==> src/rtl/truth_sweep_pkg.sv <==
// Shared definitions for the truth-table sweeper: FSM state encoding,
// vector count and the hold-counter width helper.
package truth_sweep_pkg;

  // A 2-input circuit has four input combinations {A,B} = 0..3.
  localparam int NUM_VECTORS = 4;

  typedef enum logic [1:0] {
    IDLE  = 2'd0,
    DRIVE = 2'd1,
    FIN   = 2'd2
  } state_t;

  // Width of the hold counter: clog2(hold), never narrower than one bit
  // so that HOLD_CYCLES=1 still has a legal (constant-zero) counter.
  function automatic int cnt_width(input int hold);
    return (hold > 1) ? $clog2(hold) : 1;
  endfunction

endpackage

==> src/rtl/hold_timer.sv <==
// Hold counter for one input vector. Counts 0..HOLD_CYCLES-1 while tick is
// high and wraps to 0 on its own after the last count, so back-to-back
// vectors need no reload and there is no idle gap between them.
module hold_timer
  import truth_sweep_pkg::*;
#(
  parameter int HOLD_CYCLES = 4,
  parameter int CW          = cnt_width(HOLD_CYCLES)
) (
  input  logic CLK,
  input  logic RST_N,
  input  logic load,
  input  logic tick,
  output logic expire
);

  localparam logic [CW-1:0] LAST = CW'(HOLD_CYCLES - 1);

  logic [CW-1:0] cnt;

  // expire marks the edge at which the current vector is sampled.
  assign expire = (cnt == LAST);

  // Counter: load clears it, tick advances it and wraps at LAST.
  always_ff @(posedge CLK) begin
    if (!RST_N) begin
      cnt <= '0;
    end else if (load) begin
      cnt <= '0;
    end else if (tick) begin
      cnt <= expire ? '0 : cnt + CW'(1);
    end
  end

endmodule

==> src/rtl/truth_table_sweeper.sv <==
// Truth-table sweeper: drives {A,B} through 00,01,10,11, holding each vector
// for HOLD_CYCLES cycles, captures Q at the end of each hold into TABLE and
// compares the captured table against the EXPECT value latched at START.
//
// Handshake: START is a level sampled on a rising edge and is accepted only
// in IDLE; there is no ready signal and no queuing, so a START seen in DRIVE
// or FIN is dropped. DONE pulses for exactly one cycle (FIN) and PASS,
// TABLE and MISMATCH stay valid from then until the next accepted START.
module truth_table_sweeper
  import truth_sweep_pkg::*;
#(
  parameter int HOLD_CYCLES = 4
) (
  input  logic       CLK,
  input  logic       RST_N,
  input  logic       START,
  input  logic [3:0] EXPECT,
  input  logic       Q,
  output logic       A,
  output logic       B,
  output logic       BUSY,
  output logic       DONE,
  output logic       PASS,
  output logic [3:0] TABLE,
  output logic [3:0] MISMATCH,
  output state_t     dbg_state
);

  state_t     state;
  logic [1:0] idx;
  logic [3:0] exp_lat;
  logic [3:0] captured;
  logic       load;
  logic       tick;
  logic       expire;

  // The timer restarts on an accepted START and runs only while driving.
  assign load      = (state == IDLE) && START;
  assign tick      = (state == DRIVE);
  assign dbg_state = state;

  hold_timer #(
    .HOLD_CYCLES(HOLD_CYCLES)
  ) u_hold_timer (
    .CLK   (CLK),
    .RST_N (RST_N),
    .load  (load),
    .tick  (tick),
    .expire(expire)
  );

  // Table as it will look after this cycle's sample, so PASS/MISMATCH can
  // be registered on the same edge as the last capture and be valid in FIN.
  always_comb begin
    captured      = TABLE;
    captured[idx] = Q;
  end

  // Sweep FSM with registered outputs and capture/compare logic.
  always_ff @(posedge CLK) begin
    if (!RST_N) begin
      state    <= IDLE;
      idx      <= 2'd0;
      exp_lat  <= 4'd0;
      A        <= 1'b0;
      B        <= 1'b0;
      BUSY     <= 1'b0;
      DONE     <= 1'b0;
      PASS     <= 1'b0;
      TABLE    <= 4'd0;
      MISMATCH <= 4'd0;
    end else begin
      case (state)
        IDLE: begin
          A    <= 1'b0;
          B    <= 1'b0;
          DONE <= 1'b0;
          BUSY <= 1'b0;
          if (START) begin
            // EXPECT is latched here so later changes cannot affect results.
            exp_lat  <= EXPECT;
            TABLE    <= 4'd0;
            PASS     <= 1'b0;
            MISMATCH <= 4'd0;
            idx      <= 2'd0;
            BUSY     <= 1'b1;
            state    <= DRIVE;
          end
        end

        DRIVE: begin
          if (expire) begin
            TABLE[idx] <= Q;
            if (idx == 2'(NUM_VECTORS - 1)) begin
              PASS     <= (captured == exp_lat);
              MISMATCH <= captured ^ exp_lat;
              A        <= 1'b0;
              B        <= 1'b0;
              BUSY     <= 1'b0;
              DONE     <= 1'b1;
              state    <= FIN;
            end else begin
              idx    <= idx + 2'd1;
              {A, B} <= idx + 2'd1;
            end
          end
        end

        FIN: begin
          // START is ignored here; the sweeper always passes through IDLE.
          DONE  <= 1'b0;
          idx   <= 2'd0;
          state <= IDLE;
        end

        default: begin
          A     <= 1'b0;
          B     <= 1'b0;
          BUSY  <= 1'b0;
          DONE  <= 1'b0;
          idx   <= 2'd0;
          state <= IDLE;
        end
      endcase
    end
  end

endmodule

==> config.mk <==
export PLATFORM = sky130hd
export DESIGN_NAME = truth_table_sweeper
export DESIGN_NICKNAME = d
export VERILOG_FILES = /design/src/rtl/truth_sweep_pkg.sv /design/src/rtl/hold_timer.sv /design/src/rtl/truth_table_sweeper.sv
export SDC_FILE = /design/constraint.sdc
export NUM_CORES = 1
export LEC_CHECK = 0
export ABC_CLOCK_PERIOD_IN_PS = 2000
export BUFFER_PORTS_ARGS = -buffer_cell sky130_fd_sc_hd__buf_2
export CORE_UTILIZATION = 52
export CTS_CLUSTER_DIAMETER = 60
export CTS_CLUSTER_SIZE = 20
export DETAILED_ROUTE_END_ITERATION = 16
export GPL_TIMING_DRIVEN = 1
export MAX_ROUTING_LAYER = met4
export PLACE_DENSITY_LB_ADDON = 0.3
export SLEW_MARGIN = 10
export SYNTH_ARGS = -nofsm -noshare
export SYNTH_HDL_FRONTEND = slang
export SYNTH_SLANG_ARGS = --single-unit
==> constraint.sdc <==
create_clock -name CLK -period 2 [get_ports CLK]
set_clock_uncertainty 0.1 [all_clocks]
set_input_delay 0.1 -clock CLK [delete_from_list [all_inputs] [get_ports CLK]]
set_output_delay 0.1 -clock CLK [all_outputs]
set_load 0.1 [all_outputs]
-- Word level (Yosys, flattened, before mapping)
Index checks and enable logic that the tools add are counted.
- flip-flop bits (word level): 23
- input port bits: 8
- output and inout port bits: 15
- word-level logic and storage cells: 73
- $add $sub $neg: 2
- magnitude comparators: 2
- equality and inequality tests: 9
- multiplexer cells: 32
- bitwise gates (word level): 3
- reductions and logical operators: 14
- operators with widths (operator ; number):
    two-way mux 4 bit ; 4
    case mux 4 bit (2 select lines) ; 2
    two-way mux 2 bit ; 7
    AND reduction 3 bit ; 4
    two-way mux 1 bit ; 11
    case mux 2 bit (2 select lines) ; 2
    AND reduction 2 bit ; 4
    == test 2 bit (second input constant) ; 3
    case mux 1 bit (2 select lines) ; 3
    adder 2 x 1 -> 2 bit (second input constant) ; 2
    bitwise mux 4 bit ; 1
    == test 4 bit ; 1
    inequality test 2 x 1 -> 1 bit (second input constant) ; 2
    inequality test 2 bit (second input constant) ; 2
    AND reduction 4 bit ; 1
    XOR 4 bit ; 1
    less-than comparator 2 x 3 -> 1 bit (second input constant) ; 1
    case mux 1 bit (3 select lines) ; 1
    demux 1 bit (select 2 bit) ; 1
    == test 2 x 1 -> 1 bit (second input constant) ; 1
    >= comparator 2 x 1 -> 1 bit (second input constant) ; 1
    logical AND 1 bit ; 2
    logical NOT 2 bit ; 1
    inverter 1 bit ; 2
    2 further kinds ; 2

-- Depth between registers and ports, before layout
Gate-level depths: netlist of run 1.
- depth after elaboration: 9
- depth in mapped cells: 6
- gate-level depth less buffers: 6

-- By module
Synthesis of run 1 repeated with hierarchy kept, for this count alone.
- cell total of the unflattened synthesis: 126
- area, all modules: 1143.6 um^2
- by module, submodules not included (module ; times used ; cells an instance ; area an instance (um^2)):
    truth_table_sweeper ; 1 ; 117 ; 1047.3
    hold_timer ; 1 ; 9 ; 96.3

-- Least setup slack after synthesis of run 1
OpenSTA, ideal clock, no wires.
- path kind: register to register
- from: reg state[0] (netlist: dbg_state[0])
- to: reg idx[0]
- setup time: 67 ps
- arrival time: 1943 ps
- required time: 1833 ps
- setup slack: -110 ps
- cell stages (with the launch flop): 5
- buffers on the path: 0
- cell sequence: dfxtp_1 nand2_1 o211a_4 or3_1 a21oi_2
- longest elaborated chain between the ends: 3
- elaborated cells between the ends (all ways): 7
- ends and longest elaborated chain (element ; line ; RTL):
    start: declaration ; truth_table_sweeper.sv:29 ; state_t state;
    start signal: assignment ; truth_table_sweeper.sv:62 ; state <= IDLE;
    start signal: assignment ; truth_table_sweeper.sv:87 ; state <= DRIVE;
    start signal: assignment ; truth_table_sweeper.sv:101 ; state <= FIN;
    == test 2 x 1 -> 1 bit or logical NOT 2 bit (tied branches) ; truth_table_sweeper.sv:73 ; case (state)
    inequality test 2 bit (no source line) or inequality test 2 x 1 -> 1 bit (tied branches) ; n/a ;
    AND reduction 3 bit (no source line) ; n/a ;
    end signal: assignment ; truth_table_sweeper.sv:103 ; idx <= idx + 2'd1;
    end: declaration ; truth_table_sweeper.sv:30 ; logic [1:0] idx;
Several ways; a longest one is shown, not always the timed one.
A chain may end at the register's enable or synchronous reset.

-- Worst setup path after layout of run 1
- from: reg u_hold_timer.cnt[0]
- to: reg idx[0]
- longest elaborated chain between the ends: 3
- ends and longest elaborated chain (element ; line ; RTL):
    start: declaration ; hold_timer.sv:19 ; logic [CW-1:0] cnt;
    start signal: assignment ; hold_timer.sv:31 ; cnt <= expire ? '0 : cnt + CW'(1);
    == test 2 bit ; hold_timer.sv:22 ; assign expire = (cnt == LAST);
    inequality test 2 x 1 -> 1 bit (no source line) ; n/a ;
    AND reduction 3 bit (no source line) ; n/a ;
No other way between the ends.

==> results of run 1 <==
-- per-stage QoR --
step | utilization, % | setup WS (ns) | power [mW] | hold slack, ns | instance area (um^2)
2_1_floorplan | - | 0.02148 | 0.5775 | 0.1355 | 1080
4_1_cts | 65.05 | 0.3440 | 0.8238 | 0.01320 | 1276
3_5_place_dp | 61.10 | 0.3841 | 0.5990 | 0.2489 | 1199
5_1_grt | 65.05 | 0.2245 | 0.8559 | 0.02324 | 1276
6_report | 65.05 | 0.3349 | 0.8156 | 0.02916 | 1276
3_3_place_gp | 61.10 | 0.3980 | 0.5955 | 0.2430 | 1199
-- cell type report --
type / instances / area share [%]
repair buffers: 29 / 13.73
well taps: 27 / 2.647
flip-flops and latches: 23 / 36.18
multi-input cells: 91 / 44.12
inverters: 4 / 1.176
clock inverters: 1 / 0.3922
clock buffers: 3 / 1.765
-- cells in the final DEF (no fill, tap or decap), types with 4 or more instances in the layout --
cell type and instances:
inv_1 4, ha_1 5, a22oi_1 5, o21ai_0 8
nor2_1 19, buf_2 22, dfxtp_1 22, a21oi_1 12
nand2_1 11, mux2i_1 6, dlygate4sd3_1 5
-- final timing paths --
kind | startpoint | to | slack [ns]
max | u_hold_timer.cnt[0] | idx[0] | 0.33
min | Q | TABLE[1] | 0.03
max reg2reg | u_hold_timer.cnt[0] | idx[0] | 0.33
min reg2reg | PASS | PASS | 0.38
-- metal layers --
metal / GRT usage, % / part of all wire, % / vias up
li1: - / - / 484
met4: 10.00 / 0.93 / 0
met5: - / 0 / -
met1: 30.11 / 46 / 462
met3: 4.528 / 5.6 / 2
met2: 33.42 / 47 / 34
-- worst max-delay path, stage by stage (launching register included) --
cell and delay (ns):
dfxtp_1 0.38, ha_1 0.28, nand2_1 0.12, o211a_4 0.25, or3_1 0.36, a21oi_2 0.11
-- power groups by stage --
stage	logic [mW]	registers (mW)	clock network, mW
floorplan	0.0673	0.510	0
global placement	0.106	0.490	0
detailed placement	0.109	0.490	0
CTS	0.117	0.480	0.227
finish	0.118	0.480	0.218
global route	0.129	0.482	0.245
-- state kept, by name, indices dropped and copies added, names as in the netlist --
register / flops
TABLE: 4
B: 1
A: 1
PASS: 1
dbg_state: 2
idx: 2
exp_lat: 4
u_hold_timer.cnt: 2
DONE: 1
MISMATCH: 4
BUSY: 1
-- cell families (layout without fill, tap and decap cells) --
kind of cell,Yosys count,count (layout)
simple gates,43,43
compound gates,32,32
flops,23,23
buf+inv,11,37
mux,7,7
fa+ha+maj,5,5
xor+xnor,4,4
==> run_results.csv, run 1 <==
group,metric,value,unit
status,status,"finished, final reports clean",
clock_tree,ctsHoldBuffers,5,
logic_synthesis,yosysMostFrequentCell,"dfxtp_1",
logic_synthesis,synth_top_family_by_area,"compound AO/OA/AOI/OAI gates",
logic_synthesis,synth_seq_cells,23,
drt,post-route-drc-count,0,
logic_synthesis,synth_mux_area_share,6.613,%
logic_synthesis,synthCells,125,
clock_tree,htreeDepth,1,
power,power.share.clock,26.7,%
final_layout,antennaDiodeCount,0,
grt,grt_pass1_vias,740,
logic_synthesis,ys_seq_area_share,42.69,%
placement,dpl.hpwl,1597,um
logic_synthesis,synth_ff_type,"dfxtp_1",
sta,final.setup.tns,0,ns
final_layout,drive_gt1_share,21.19,%
drt,wl,2262,um
grt,grt_max_degree,21,
sta,finalCritPeriodShare,83.26,%
logic_synthesis,synth_cell_types,29,
setup_path,worstSetupPathType,"reg2reg",
logic_synthesis,synthXorXnorAreaFrac,3.248,%
logic_synthesis,yosys-top-cells-area,"dfxtp_1, nor2_1, ha_1",
clock_tree,path_clk_slew,0.13,ns
setup_path,startpoint_type,"flip-flop",
final_layout,fin_nets,165,
sta,rsz0062_at_grt,"false",
setup_path,crit_fanout,6,
power,leakagePower,0.5368,nW
logic_synthesis,netlist_area,1079,um^2
drt,via_per_inst,5.517,
placement,place_congestion,0.8337,
power,powerDensity,639.0,nW/um^2
logic_synthesis,synth_compound_area_share,19.03,%
sta,worst_slew_pin_slew,0.6239,ns
power,power_frac_seq,58.9,%
grt,grt_pass1_wl,3374,um
logic_synthesis,ys_top_cells_by_count,"dfxtp_1, nor2_1, a21oi_1",
sta,setup_viol_count_final,0,
power,comb_power_share,14.4,%
logic_synthesis,synth_top_area_share,42.69,%
clock_tree,ctsResizeCount,0,
logic_synthesis,async_reset_ff_share,0,%
logic_synthesis,synthAdderAreaFrac,5.800,%
final_layout,fillerInstances,174,
logic_synthesis,syn_area_per_cell,8.628,um^2
setup_path,arrival,1.82,ns
clock_tree,cts_made_buffers,3,
sta,hold_viol,0,
floorplanning,ioPinCount,23,
min_path,min_path_cells,3,
power,p_sw,0.2302,mW
clock_tree,clock_tree.root_cell,"clkbuf_4",
clock_tree,clock-sinks,23,
logic_synthesis,ys_warn_count,0,
power,irDropWorstVdd,0.3659,mV
floorplanning,core-area,1962,um^2
floorplanning,rows,16,
sta,maxSlewViolCount,0,
logic_synthesis,synth.largest_area_cell,"dfxtp_1",
setup_path,ff2ff_path_depth,5,
final_layout,seq_area,461.7,um^2
sta,period_minus_slack,1.665,ns
final_layout,final_cells,178,
sta,maxSlewHeadroom,58.36,%
clock_tree,clock_path_buffers,2,
floorplanning,initial_core_util,54.97,%
grt,grt_antenna_before_repair,0,
final_layout,areaGrowthSynthToFinish,18.33,%
logic_synthesis,synth_enable_flop_cells,0,
floorplanning,dieArea,2260,um^2
drt,antenna_left,0,
clock_tree,cts_setup_buffers,0,
drt,drt_iter0_drc,21,
run,max-cap-violations,0,
clock_tree,cts_tree,"done",
grt,overflow,0,
grt,track_usage,22.73,%
floorplanning,die_h,47.54,um
drt,wl_per_cell,12.71,um
power,power.internal,0.5853,mW
placement,io_buffers,22,
drt,first_pass_iters,4,
clock_tree,clk_latency,0.31,ns
power,switching_share,28.23,%
final_layout,multiInputGateArea,563.0,um^2
floorplanning,die_width,47.54,um
drt,vias,982,
setup_path,crit_path_end_kind,"flip-flop",
logic_synthesis,synth-simple-area-share,17.52,%
setup_path,required,2.16,ns
min_path,hp-class,"in2reg",
logic_synthesis,syn-num-nets,138,
placement,post-place-cells,169,
sta,fmax,600.6,MHz
Note: power is estimated with default switching activity, not from simulation.
==> run 2, diff against run 1 <==
--- a/config.mk
+++ b/config.mk
@@ -5,9 +5,9 @@
 export SDC_FILE = /design/constraint.sdc
 export NUM_CORES = 1
 export LEC_CHECK = 0
-export ABC_CLOCK_PERIOD_IN_PS = 2000
+export ABC_CLOCK_PERIOD_IN_PS = 1400
 export BUFFER_PORTS_ARGS = -buffer_cell sky130_fd_sc_hd__buf_2
-export CORE_UTILIZATION = 52
+export CORE_UTILIZATION = 47
 export CTS_CLUSTER_DIAMETER = 60
 export CTS_CLUSTER_SIZE = 20
 export DETAILED_ROUTE_END_ITERATION = 16
==> constraint.sdc (replaced) <==
create_clock -name CLK -period 1.4 [get_ports CLK]
set_clock_uncertainty 0.1 [all_clocks]
set_input_delay 0.07 -clock CLK [delete_from_list [all_inputs] [get_ports CLK]]
set_output_delay 0.07 -clock CLK [all_outputs]
set_load 0.1 [all_outputs]
==> run 2 against run 1 <==
  * The run now ends with setup timing left
  * Utilization increased by 16 points
  * Sequential power up 42%
  * Sequential cell count stayed put
  * Register-to-register slack worse by 0.48 ns
  * Die area rose by 10%
  * Critical path depth did not move
  * Final area grew 30%
  * Global-route usage grew 1.1 points
  * Fmax up 7.9%
  * First-iteration DRC count rose by 38%
  * Sequential share of layout area shrank 6.7 points
  * Largest power group unchanged
==> run_results.csv, run 2 (same netlist as run 1, synthesis figures left out) <==
group,metric,value,unit
final_layout,areaGrowthSynthToFinish,54.41,%
sta,fmax,648.1,MHz
grt,overflow,0,
drt,via_per_inst,5.531,
power,p_sw,0.3727,mW
clock_tree,clock_path_buffers,2,
clock_tree,clk_latency,0.31,ns
sta,finalCritPeriodShare,110.2,%
placement,post-place-cells,181,
drt,wl_per_cell,16.04,um
clock_tree,clock_tree.root_cell,"clkbuf_4",
clock_tree,clock-sinks,23,
floorplanning,rows,16,
power,switching_share,29.77,%
status,violations,"setup timing",
setup_path,regToRegStartpoint,"idx[1]",
sta,setup_ws,-0.1429,ns
clock_tree,cts_tree,"done",
grt,grt_max_degree,20,
sta,worst_slew_pin_slew,0.4952,ns
final_layout,fin_nets,183,
final_layout,antennaDiodeCount,0,
clock_tree,htreeDepth,1,
sta,setup_viol_count_final,8,
final_layout,final_common_cell,"buf_2",
floorplanning,die_h,49.91,um
final_layout,fillerInstances,123,
setup_path,ff2ff_path_depth,5,
power,leakagePower,0.6803,nW
power,comb_power_share,20.2,%
setup_path,worstSetupPathType,"reg2reg",
run,max-cap-violations,0,
min_path,min_from,"START",
power,power.internal,0.8793,mW
grt,track_usage,23.81,%
setup_path,timing.rr.end,"idx[0]",
placement,io_buffers,22,
drt,vias,1084,
placement,place_congestion,0.7664,
final_layout,final_cells,196,
setup_path,required,1.55,ns
grt,grt_antenna_before_repair,0,
drt,antenna_left,0,
drt,drt_iter0_drc,29,
setup_path,crit_fanout,3,
final_layout,drive_gt1_share,52.07,%
status,status,"complete, but fails checks",
floorplanning,dieArea,2491,um^2
sta,maxSlewHeadroom,67.21,%
setup_path,crit_path_end_kind,"flip-flop",
power,powerDensity,751.8,nW/um^2
placement,dpl.hpwl,1781,um
floorplanning,ioPinCount,23,
sta,rsz0062_at_grt,"true",
floorplanning,die_width,49.91,um
power,irDropWorstVdd,0.7392,mV
grt,grt_pass1_wl,4381,um
drt,first_pass_iters,4,
final_layout,postLayoutCellArea,1665,um^2
min_path,hp-class,"in2reg",
min_path,hold_end,"BUSY",
sta,hold_viol,0,
setup_path,arrival,1.69,ns
drt,post-route-drc-count,0,
power,power.share.clock,25.3,%
final_layout,reg_top3,"MISMATCH: 4 flops, TABLE: 4 flops, exp_lat: 4 flops",
sta,period_minus_slack,1.543,ns
clock_tree,path_clk_slew,0.13,ns
drt,wl,3143,um
clock_tree,cts_made_buffers,3,
grt,grt_pass1_vias,1020,
min_path,min_path_cells,5,
setup_path,regToRegSetupSlack,-0.14,ns
floorplanning,core-area,2062,um^2
final_layout,final_util,80.76,%
floorplanning,initial_core_util,52.31,%
placement,dpl-instance-area,1339,um^2
power,power_frac_seq,54.5,%
setup_path,startpoint_type,"flip-flop",
sta,maxSlewViolCount,0,
final_layout,final_cell_mix,"buf_2, nor2_1, buf_4",
[run 2: cell types whose count changed in the layout (fill, tap and decap cells not counted), moves of 5 or more]
cell / previous run / this run
buf_4: 2 / 16
dfxtp_1: 22 / 11
dfxtp_4: 0 / 6
dfxtp_2: 1 / 6
ha_1: 5 / 0
ha_4: 0 / 5
[run 2: final cells by class]
cell class	instances	area, um^2	area share (%)
inverter	4	17.52	1.052
multi-input combinational	91	778.2	46.73
clock inverter	1	5.005	0.3005
timing repair buffer	47	317.8	19.08
clock buffer	3	22.52	1.352
tap	27	33.78	2.029
sequential	23	490.5	29.45
[run 2: metal layers]
layer	part of all wire [%]	wire (um)	GRT usage, %	up-vias
li1	-	-	-	522
met1	41	1300	26.03	523
met5	0	0	-	-
met3	3.7	115	1.852	4
met2	54	1689	44.14	35
met4	1.2	38	9.048	0
[run 2: worst max path at each step]
stage | startpoint | end | cells after the start
global route | idx[1] | idx[0] | 5
detailed placement | idx[1] | PASS | 5
finish | idx[1] | idx[0] | 5
floorplan | dbg_state[0] | idx[1] | 5
global placement | idx[0] | PASS | 5
CTS | idx[0] | PASS | 5
[run 2: power groups by stage]
stage	Combinational (mW)	Clock [mW]	Sequential (mW)
finish	0.253	0.317	0.682
global route	0.267	0.355	0.685
CTS	0.199	0.316	0.682
detailed placement	0.176	0	0.696
global placement	0.173	0	0.695
floorplan	0.104	0	0.725
[run 2: repair_timing]
action,4_1_cts,5_1_grt
hold endpoints to repair,9,0
hold buffers,6,0
gates resized for setup,15,28
pin swaps,12,15
endpoints found under the setup margin,8,15
buffers inserted,3,3
[run 2: worst max-delay path, cell delays in order, from the launching register on]
cell	delay [ns]
dfxtp_4	0.39
buf_6	0.12
ha_4	0.17
o211a_4	0.24
or3_1	0.33
a21oi_2	0.13
[run 2: metrics by stage]
step	hold WS, ns	setup TNS (ns)	power (mW)	setup slack [ns]
finish	0.05314	-0.4570	1.252	-0.1429
global route	0.1021	-1.014	1.307	-0.2027
CTS	0.05650	-0.3848	1.197	-0.1200
detailed placement	0.2150	-0.5430	0.8720	-0.1540
global placement	0.2130	-0.2741	0.8677	-0.09475
floorplan	0.1055	-0.3941	0.8289	-0.1265
==> run 3, diff against run 2 <==
--- a/config.mk
+++ b/config.mk
@@ -7,6 +7,7 @@
 export LEC_CHECK = 0
 export ABC_CLOCK_PERIOD_IN_PS = 1400
 export BUFFER_PORTS_ARGS = -buffer_cell sky130_fd_sc_hd__buf_2
+export CORE_MARGIN = 2
 export CORE_UTILIZATION = 47
 export CTS_CLUSTER_DIAMETER = 60
 export CTS_CLUSTER_SIZE = 20
@@ -14,6 +15,7 @@
 export GPL_TIMING_DRIVEN = 1
 export MAX_ROUTING_LAYER = met4
 export PLACE_DENSITY_LB_ADDON = 0.3
+export SKIP_CTS_REPAIR_TIMING = 1
 export SLEW_MARGIN = 10
 export SYNTH_ARGS = -nofsm -noshare
 export SYNTH_HDL_FRONTEND = slang
==> run 3 against run 2 <==
  * Global-route usage shrank 3.8 points
  * Critical path depth grew 1
  * Routed wire length shrank 15%
  * The flow still finishes with violations (setup timing)
  * Worst hold slack gained 0.018 ns
  * Clock power is essentially flat
==> run_results.csv, run 3 (same netlist as run 1, synthesis figures left out) <==
group,metric,value,unit
status,status,"complete, but fails checks",
status,violations,"setup timing",
final_layout,areaGrowthSynthToFinish,43.27,%
min_path,hp-class,"in2reg",
final_layout,antennaDiodeCount,0,
floorplanning,ioPinCount,23,
setup_path,path_delay_family,"simple AND/OR/NAND/NOR gates",
final_layout,seq_area,488.0,um^2
setup_path,crit_path_end_kind,"flip-flop",
final_layout,postLayoutCellArea,1545,um^2
sta,final.setup.tns,-0.4275,ns
clock_tree,cts_made_buffers,3,
power,powerDensity,787.0,nW/um^2
clock_tree,clk_latency,0.32,ns
run,max-cap-violations,0,
grt,overflow,0,
drt,via_per_inst,5.196,
sta,setup_viol_count_final,6,
drt,first_pass_iters,3,
power,power.internal,0.8618,mW
power,leakagePower,0.6335,nW
drt,wl,2681,um
placement,io_buffers,22,
placement,dpl-instance-area,1333,um^2
sta,maxSlewViolCount,0,
setup_path,worstSetupPathType,"reg2reg",
setup_path,ff2ff_path_depth,6,
power,p_sw,0.3543,mW
grt,grt_pass1_wl,3891,um
sta,finalCritPeriodShare,109.6,%
setup_path,crit_buf_inv,1,
clock_tree,path_clk_slew,0.14,ns
clock_tree,clock-sinks,23,
floorplanning,core-area,2191,um^2
setup_path,startpoint_type,"flip-flop",
setup_path,crit_fanout,3,
min_path,min_path_cells,5,
sta,hold_viol,0,
power,comb_power_share,17.8,%
clock_tree,clock_tree.root_cell,"clkbuf_4",
floorplanning,die_width,51.91,um
power,power,1.216,mW
final_layout,drive_gt1_share,45.18,%
setup_path,crit_path_top_delay_cell,"dfxtp_2",
drt,drt_iter0_drc,16,
setup_path,arrival,1.68,ns
setup_path,critPathMaxStageDelay,0.37,ns
grt,grt_antenna_before_repair,0,
power,power.share.clock,26.2,%
setup_path,required,1.54,ns
sta,setup_ws,-0.1338,ns
final_layout,multiInputGateArea,684.4,um^2
placement,place_congestion,0.7512,
sta,period_minus_slack,1.534,ns
grt,grt-busiest-layer,"met2",
grt,grt_max_degree,20,
sta,maxSlewHeadroom,67.55,%
final_layout,final_common_cell,"buf_2",
grt,grtUsageMet3,3.448,%
clock_tree,cts_tree,"done",
grt,grt_pass1_vias,870,
final_layout,final_cells,194,
setup_path,cp.depth,6,
floorplanning,rows,17,
placement,post-place-cells,181,
final_layout,fin_nets,180,
grt,track_usage,20.05,%
final_layout,final_cell_mix,"buf_2, nor2_1, buf_4",
final_layout,fillerInstances,160,
drt,post-route-drc-count,0,
clock_tree,htreeDepth,1,
power,switching_share,29.13,%
grt,met1_usage,24.82,%
floorplanning,dieArea,2694,um^2
grt,met2_usage,31.86,%
sta,worst_slew_pin_slew,0.4902,ns
sta,fmax,652.0,MHz
power,irDropWorstVdd,0.8397,mV
drt,wl_per_cell,13.82,um
floorplanning,die_h,51.91,um
sta,rsz0062_at_grt,"true",
final_layout,reg_top3,"MISMATCH: 4 flops, TABLE: 4 flops, exp_lat: 4 flops",
clock_tree,clock_path_buffers,2,
drt,vias,1008,
floorplanning,initial_core_util,49.23,%
setup_path,path_cells,"buf_6, ha_4, nand3_4, nor3_4, nand2b_1, o41ai_2",
drt,antenna_left,0,
placement,pre_cts_ws,-0.1734,ns
power,power_frac_seq,56.1,%
## run 3: cell types whose count changed in the layout (fill, tap and decap cells not counted), sizes merged
cell and delta:
buf -3
## run 3: layout make-up
type / instances / area share, %
Clock buffer: 3 / 1.457
Clock inverter: 1 / 0.3239
Tap cell: 28 / 2.267
Multi-Input combinational cell: 91 / 44.29
Inverter: 4 / 0.9717
Timing Repair Buffer: 44 / 19.11
Sequential cell: 23 / 31.58
## run 3: path summary, 6_finish.rpt
path / start / end / slack [ns]
worst min register to register: u_hold_timer.cnt[1] / u_hold_timer.cnt[1] / 0.40
worst max register to register: idx[1] / PASS / -0.13
worst max-delay path: idx[1] / PASS / -0.13
worst min-delay path: START / BUSY / 0.07
## run 3: power by group through the flow
stage	sequential [mW]	combinational, mW	clock [mW]
after floorplan	0.725	0.104	0
after global placement	0.695	0.172	0
after detailed placement	0.696	0.176	0
after CTS	0.681	0.177	0.320
after global routing	0.684	0.235	0.345
final	0.682	0.216	0.318
## run 3: worst min-delay path, stage by stage
cell and delay (ns):
buf_2 0.11, mux2i_1 0.07, nor2_1 0.08, a21oi_1 0.04, nor2_1 0.08
## run 3: metrics by stage
step                      utilization (%)  hold WS [ns]
after floorplan                         -        0.1055
after global placement              60.82        0.2152
after detailed placement            60.82        0.2196
after CTS                           62.08       -0.1362
after global routing                70.53        0.1066
final                               70.53       0.07126
## run 3: layer usage
layer  routed length [um]  vias up  share of wire [%]
met5                    0        -                  0
met1                 1187      475                 44
met3                   54        4                2.0
met2                 1400       13                 52
met4                   38        0                1.4
li1                     -      516                  -
